[config.mk]
export PLATFORM = sky130hd
export DESIGN_NAME = wb_commit
export DESIGN_NICKNAME = d
export VERILOG_FILES = /design/src/rtl/wb_commit_pkg.sv /design/src/rtl/wb_commit_gpr_file.sv /design/src/rtl/wb_commit.sv
export SDC_FILE = /design/constraint.sdc
export NUM_CORES = 2
export LEC_CHECK = 0
export CAP_MARGIN = 20
export CORE_ASPECT_RATIO = 1.1
export CORE_MARGIN = 4
export CORE_UTILIZATION = 30
export DETAILED_ROUTE_END_ITERATION = 10
export PLACE_DENSITY = 0.49
export SLEW_MARGIN = 20
export SYNTH_ARGS = -nofsm -noshare
export SYNTH_HDL_FRONTEND = slang
export SYNTH_SLANG_ARGS = --single-unit
[constraint.sdc]
create_clock -name clk -period 9.6 [get_ports clk]
set_clock_uncertainty 0.05 [all_clocks]
set_input_delay 1.92 -clock clk [delete_from_list [all_inputs] [get_ports clk]]
set_output_delay 1.92 -clock clk [all_outputs]
set_load 0.01 [all_outputs]
[src/rtl/wb_commit_pkg.sv]
// wb_commit_pkg: shared widths and encoding constants for the write-back commit slice
package wb_commit_pkg;
    localparam int DATA_W  = 32;
    localparam int ADDR_W  = 5;
    localparam int REG_NUM = 32;
    localparam logic [DATA_W-1:0] ZeroWord   = '0;
    localparam logic [ADDR_W-1:0] NOPRegAddr = '0;
    localparam logic WriteEnable  = 1'b1;
    localparam logic WriteDisable = 1'b0;
    localparam logic ReadEnable   = 1'b1;
    localparam logic ReadDisable  = 1'b0;
    localparam logic RstEnable    = 1'b1;
endpackage

[src/rtl/wb_commit_gpr_file.sv]
// wb_commit_gpr_file: 32x32 GPR storage with one write port and two write-through read ports
module wb_commit_gpr_file
    import wb_commit_pkg::*;
(
    input  logic              clk,
    input  logic              rst,
    input  logic              i_we,
    input  logic [ADDR_W-1:0] i_wd,
    input  logic [DATA_W-1:0] i_wdata,
    input  logic              i_re1,
    input  logic [ADDR_W-1:0] i_raddr1,
    output logic [DATA_W-1:0] o_rdata1,
    input  logic              i_re2,
    input  logic [ADDR_W-1:0] i_raddr2,
    output logic [DATA_W-1:0] o_rdata2
);
    logic [DATA_W-1:0] r_regs [REG_NUM];

    // register write; index 0 is never written so it always reads as zero
    always_ff @(posedge clk) begin
        if (rst == RstEnable) begin
            for (int i = 0; i < REG_NUM; i++) r_regs[i] <= ZeroWord;
        end else if (i_we == WriteEnable && i_wd != NOPRegAddr) begin
            r_regs[i_wd] <= i_wdata;
        end
    end

    // read port 1: reset/disable/zero-index gate, then same-cycle bypass of the committing write
    always_comb begin
        o_rdata1 = (rst == RstEnable || i_re1 == ReadDisable || i_raddr1 == NOPRegAddr) ? ZeroWord :
                   (i_we == WriteEnable && i_wd == i_raddr1) ? i_wdata : r_regs[i_raddr1];
    end

    // read port 2: identical priority to port 1, fully independent
    always_comb begin
        o_rdata2 = (rst == RstEnable || i_re2 != ReadEnable || i_raddr2 == NOPRegAddr) ? ZeroWord :
                   (i_we == WriteEnable && i_wd == i_raddr2) ? i_wdata : r_regs[i_raddr2];
    end
endmodule

[src/rtl/wb_commit.sv]
// wb_commit: WB-stage commit of GPR, HI/LO and LLbit writes plus a commit counter
module wb_commit
    import wb_commit_pkg::*;
#(
    parameter int CNT_W = 32
) (
    input  logic              clk,
    input  logic              rst,
    input  logic [ADDR_W-1:0] wb_wd,
    input  logic              wb_wreg,
    input  logic [DATA_W-1:0] wb_wdata,
    input  logic [DATA_W-1:0] wb_hi,
    input  logic [DATA_W-1:0] wb_lo,
    input  logic              wb_whilo,
    input  logic              wb_LLbit_we,
    input  logic              wb_LLbit_value,
    input  logic              flush,
    input  logic              re1,
    input  logic [ADDR_W-1:0] raddr1,
    output logic [DATA_W-1:0] rdata1,
    input  logic              re2,
    input  logic [ADDR_W-1:0] raddr2,
    output logic [DATA_W-1:0] rdata2,
    output logic [DATA_W-1:0] hi_o,
    output logic [DATA_W-1:0] lo_o,
    output logic              LLbit_o,
    output logic [CNT_W-1:0]  commit_cnt
);
    logic [DATA_W-1:0] r_hi;
    logic [DATA_W-1:0] r_lo;
    logic              r_llbit;
    logic [CNT_W-1:0]  r_cnt;
    logic              w_commit;

    assign w_commit = (wb_wreg == WriteEnable && wb_wd != NOPRegAddr) ||
                      wb_whilo == WriteEnable || wb_LLbit_we != WriteDisable;

    wb_commit_gpr_file u_gpr (
        .clk      (clk),
        .rst      (rst),
        .i_we     (wb_wreg),
        .i_wd     (wb_wd),
        .i_wdata  (wb_wdata),
        .i_re1    (re1),
        .i_raddr1 (raddr1),
        .o_rdata1 (rdata1),
        .i_re2    (re2),
        .i_raddr2 (raddr2),
        .o_rdata2 (rdata2)
    );

    // HI/LO pair is written as a unit; no bypass here, EX forwards HI/LO itself
    always_ff @(posedge clk) begin
        if (rst == RstEnable) begin
            r_hi <= ZeroWord;
            r_lo <= ZeroWord;
        end else if (wb_whilo == WriteEnable) begin
            r_hi <= wb_hi;
            r_lo <= wb_lo;
        end
    end

    // LLbit: an exception flush breaks any pending LL/SC pair and beats a same-cycle write
    always_ff @(posedge clk) begin
        if (rst == RstEnable || flush) r_llbit <= 1'b0;
        else if (wb_LLbit_we == WriteEnable) r_llbit <= wb_LLbit_value;
    end

    // one count per committing cycle regardless of how many write kinds it carries; wraps silently
    always_ff @(posedge clk) begin
        if (rst == RstEnable) r_cnt <= '0;
        else if (w_commit) r_cnt <= r_cnt + CNT_W'(1);
    end

    assign hi_o       = r_hi;
    assign lo_o       = r_lo;
    assign LLbit_o    = r_llbit;
    assign commit_cnt = r_cnt;
endmodule

==> results.json <==
{
  "routed_via_density": 5.61,
  "cp_slowest_cell": "clkdlybuf4s50_1",
  "die_x_um": 430,
  "power.density_nw_per_um2": 176,
  "power.leakage_uw": 0.0233,
  "synth_area_leaders": "edfxtp_1 (52%), mux4_2 (17%), and2_1 (11%), mux2i_1 (3.8%), dfxtp_1 (3.3%)",
  "drc_errors": 0,
  "wl_um": 232000,
  "holdPathStages": 2,
  "insertion_delay_ns": 0.76,
  "switching_share": 0.254,
  "antenna_found_initial": 20,
  "p_switching_uw": 3090,
  "cap_viol_max_count": 0,
  "vias": 39300,
  "grt_setup_unrepaired": "false",
  "cts.sinks": 1121,
  "final_nets": 4448,
  "place_congestion": 0.833,
  "die_y_um": 472,
  "critPathBufInv": 3,
  "post-place-ws_ns": 1.79,
  "maxSlewViolCount": 0,
  "post_dp_cell_area_um2": 65000,
  "r2r_slack_ns": 7.36,
  "cts_hold_buf": 0,
  "tns_ns": 0,
  "max_stage_delay_ns": 0.71,
  "fill_cells": 18600,
  "htree_num_levels": 4,
  "rr_worst_depth": 5,
  "yosys.area.top_type": "edfxtp_1",
  "p_comb_frac": 0.122,
  "yosysTopAreaCellShare": 0.523,
  "seq_power_share": 0.471,
  "critical_path_depth": 8,
  "io_pins": 281,
  "initial_core_util": 0.301,
  "num_rows": 170,
  "peakVddDrop_mv": 0.195,
  "numCtsBuffers": 131,
  "status": "complete, no violations",
  "clk_pin_slew_ns": 0.06,
  "async_reset_ff_frac": 0,
  "grt_usage": 0.225,
  "cts_resized": 0,
  "grt_max_degree": 101,
  "netlist_instances": 4172,
  "post_cts_buffers": 0,
  "avgSynthCellArea_um2": 14.1,
  "cp-start-kind": "primary input",
  "syn-cell-area_um2": 58800,
  "ant_nets": 0,
  "top_layer": "met5",
  "rr_startpoint": "commit_cnt[0]",
  "synthToLayoutAreaGrowth_pct": 17.6,
  "met3RoutedLength_um": 16400,
  "cp_max_fo": 20,
  "ys_warn_count": 0,
  "clockBufferDepth": 3,
  "fmax_mhz": 128,
  "final_cell_mix": "edfxtp_1 (1024), and2_1 (995), mux4_2 (436)",
  "drive_above_1_share": 0.202,
  "wl_met1_um": 90700,
  "timing.rr.end": "commit_cnt[30]",
  "yosysSeqAreaShare": 0.556,
  "yosys_most_used_dff": "edfxtp_1",
  "stdcell_area_um2": 69100,
  "cts_tree": "yes",
  "wl_met2_um": 114000,
  "p_clk_frac": 0.407,
  "numPortBuffers": 280,
  "wl_per_cell_um": 33.1,
  "dp_hpwl_um": 142000,
  "cts-root-buf": "clkbuf_16",
  "p_int_uw": 9050,
  "crit_family": "buffers and inverters",
  "gr-total-overflow": 0,
  "path_class": "primary input to primary output",
  "critPathArrivalTime_ns": 5.83,
  "coreArea_um2": 195000,
  "tightest_slew_ns": 1.13,
  "dieArea_um2": 203000,
  "min-delay-path-class": "flop to flop",
  "ys_seq_elements": 1121,
  "critPathRequiredTime_ns": 7.63,
  "setup_slack_ns": 1.80,
  "setup_viol": 0,
  "fin_crit_sh": 0.812,
  "final_common_cell": "edfxtp_1",
  "ys_types": 59,
  "fin_util": 0.355,
  "dr.pass1.iters": 5,
  "synth_edf_count": 1024,
  "relSlewSlack": 0.241,
  "crit_path_end_kind": "primary output",
  "worstHoldEndpoint": "commit_cnt[23]",
  "grt_pass1_vias": 40300,
  "path_cells": "buf_2 -> nor2b_4 -> buf_4 -> a22oi_1 -> a21oi_1 -> nor3_1 -> nor3_2 -> clkdlybuf4s50_1",
  "hp-start": "commit_cnt[23]",
  "drt_iter0_markers": 4124,
  "grt_pass1_wl_um": 322000,
  "layout_min_cycle_time_ns": 7.80,
  "hold_viol": 0
}
==> worst reg2reg max path, delay by kind of cell, from the launching register on <==
| family | cells | cell delay, ns |
|---|---|---|
| AO/OA/AOI/OAI | 2 | 0.66 |
| adder cells (fa/ha/maj) | 1 | 0.21 |
| flip-flops | 1 | 0.42 |
| AND/OR/NAND/NOR | 2 | 0.82 |
==> cell families after synthesis <==
logic type / count (synthesis) / share of synthesized area
xor gates and xnor gates: 25 / 0.00372
other: 1 / 0.0000638
DFF: 1121 / 0.556
muxes: 658 / 0.205
and+or+nand+nor: 1340 / 0.132
adders and majority gates: 1 / 0.000213
AOI/OAI and AO/OA: 571 / 0.0692
buffers and inverters: 455 / 0.0337
==> worst max-delay path by stage <==
stage | start | end | slack (ns)
finish | raddr2[2] | rdata2[30] | 1.80
global route | raddr2[2] | rdata2[30] | 1.86
CTS | raddr2[2] | rdata2[30] | 1.79
detailed placement | raddr2[2] | rdata2[30] | 1.79
global placement | raddr2[2] | rdata2[30] | 1.28
floorplan | raddr2[0] | rdata2[29] | 4.04
==> sequential cells by signal, indices dropped and copies added, names as in the netlist <==
| signal | cells |
|---|---|
| LLbit_o | 1 |
| commit_cnt | 32 |
| hi_o | 32 |
| lo_o | 32 |
| u_gpr.r_regs | 1024 |
==> synth_stat cells, drive strengths merged, types with 56 or more instances <==
library cell / count
a21oi: 60
a221oi: 87
a22oi: 86
and2: 995
buf: 138
clkbuf: 305
dfxtp: 97
edfxtp: 1024
mux2i: 222
mux4: 436
nand2: 56
nor2: 184
o21ai: 175
==> power groups by stage <==
stage | registers (uW) | clock network (uW) | logic [uW]
6_report | 5720 | 4940 | 1480
5_1_grt | 5740 | 5230 | 1540
2_1_floorplan | 5790 | 0 | 831
4_1_cts | 5710 | 5020 | 1480
3_5_place_dp | 5820 | 0 | 1480
3_3_place_gp | 5800 | 0 | 1480
==> metal layers <==
layer | vias to the layer above | GRT usage
met5 | - | 0
met3 | 493 | 0.0441
met2 | 1907 | 0.383
met1 | 20600 | 0.279
li1 | 16300 | -
met4 | 6 | 0.0931
==> through the flow <==
stage	total power (uW)	hold slack (ns)	std cells
2_1_floorplan	6620	0.450	4203
3_3_place_gp	7280	0.421	6769
3_5_place_dp	7290	0.426	6773
4_1_cts	12200	0.435	7005
5_1_grt	12500	0.454	7006
6_report	12100	0.438	7013
==> cell type report <==
| type | count | area (um2) | area share |
|---|---|---|---|
| clock buffer | 176 | 3650 | 0.0528 |
| clock inverter | 56 | 470 | 0.00680 |
| antenna | 7 | 17.5 | 0.000253 |
| inverter | 12 | 46.3 | 0.000670 |
| multi-input combinational | 2627 | 24900 | 0.360 |
| timing repair buffer | 434 | 4130 | 0.0598 |
| sequential | 1121 | 32700 | 0.473 |
| tap | 2580 | 3230 | 0.0467 |
Power figures use the tool's default switching activity.
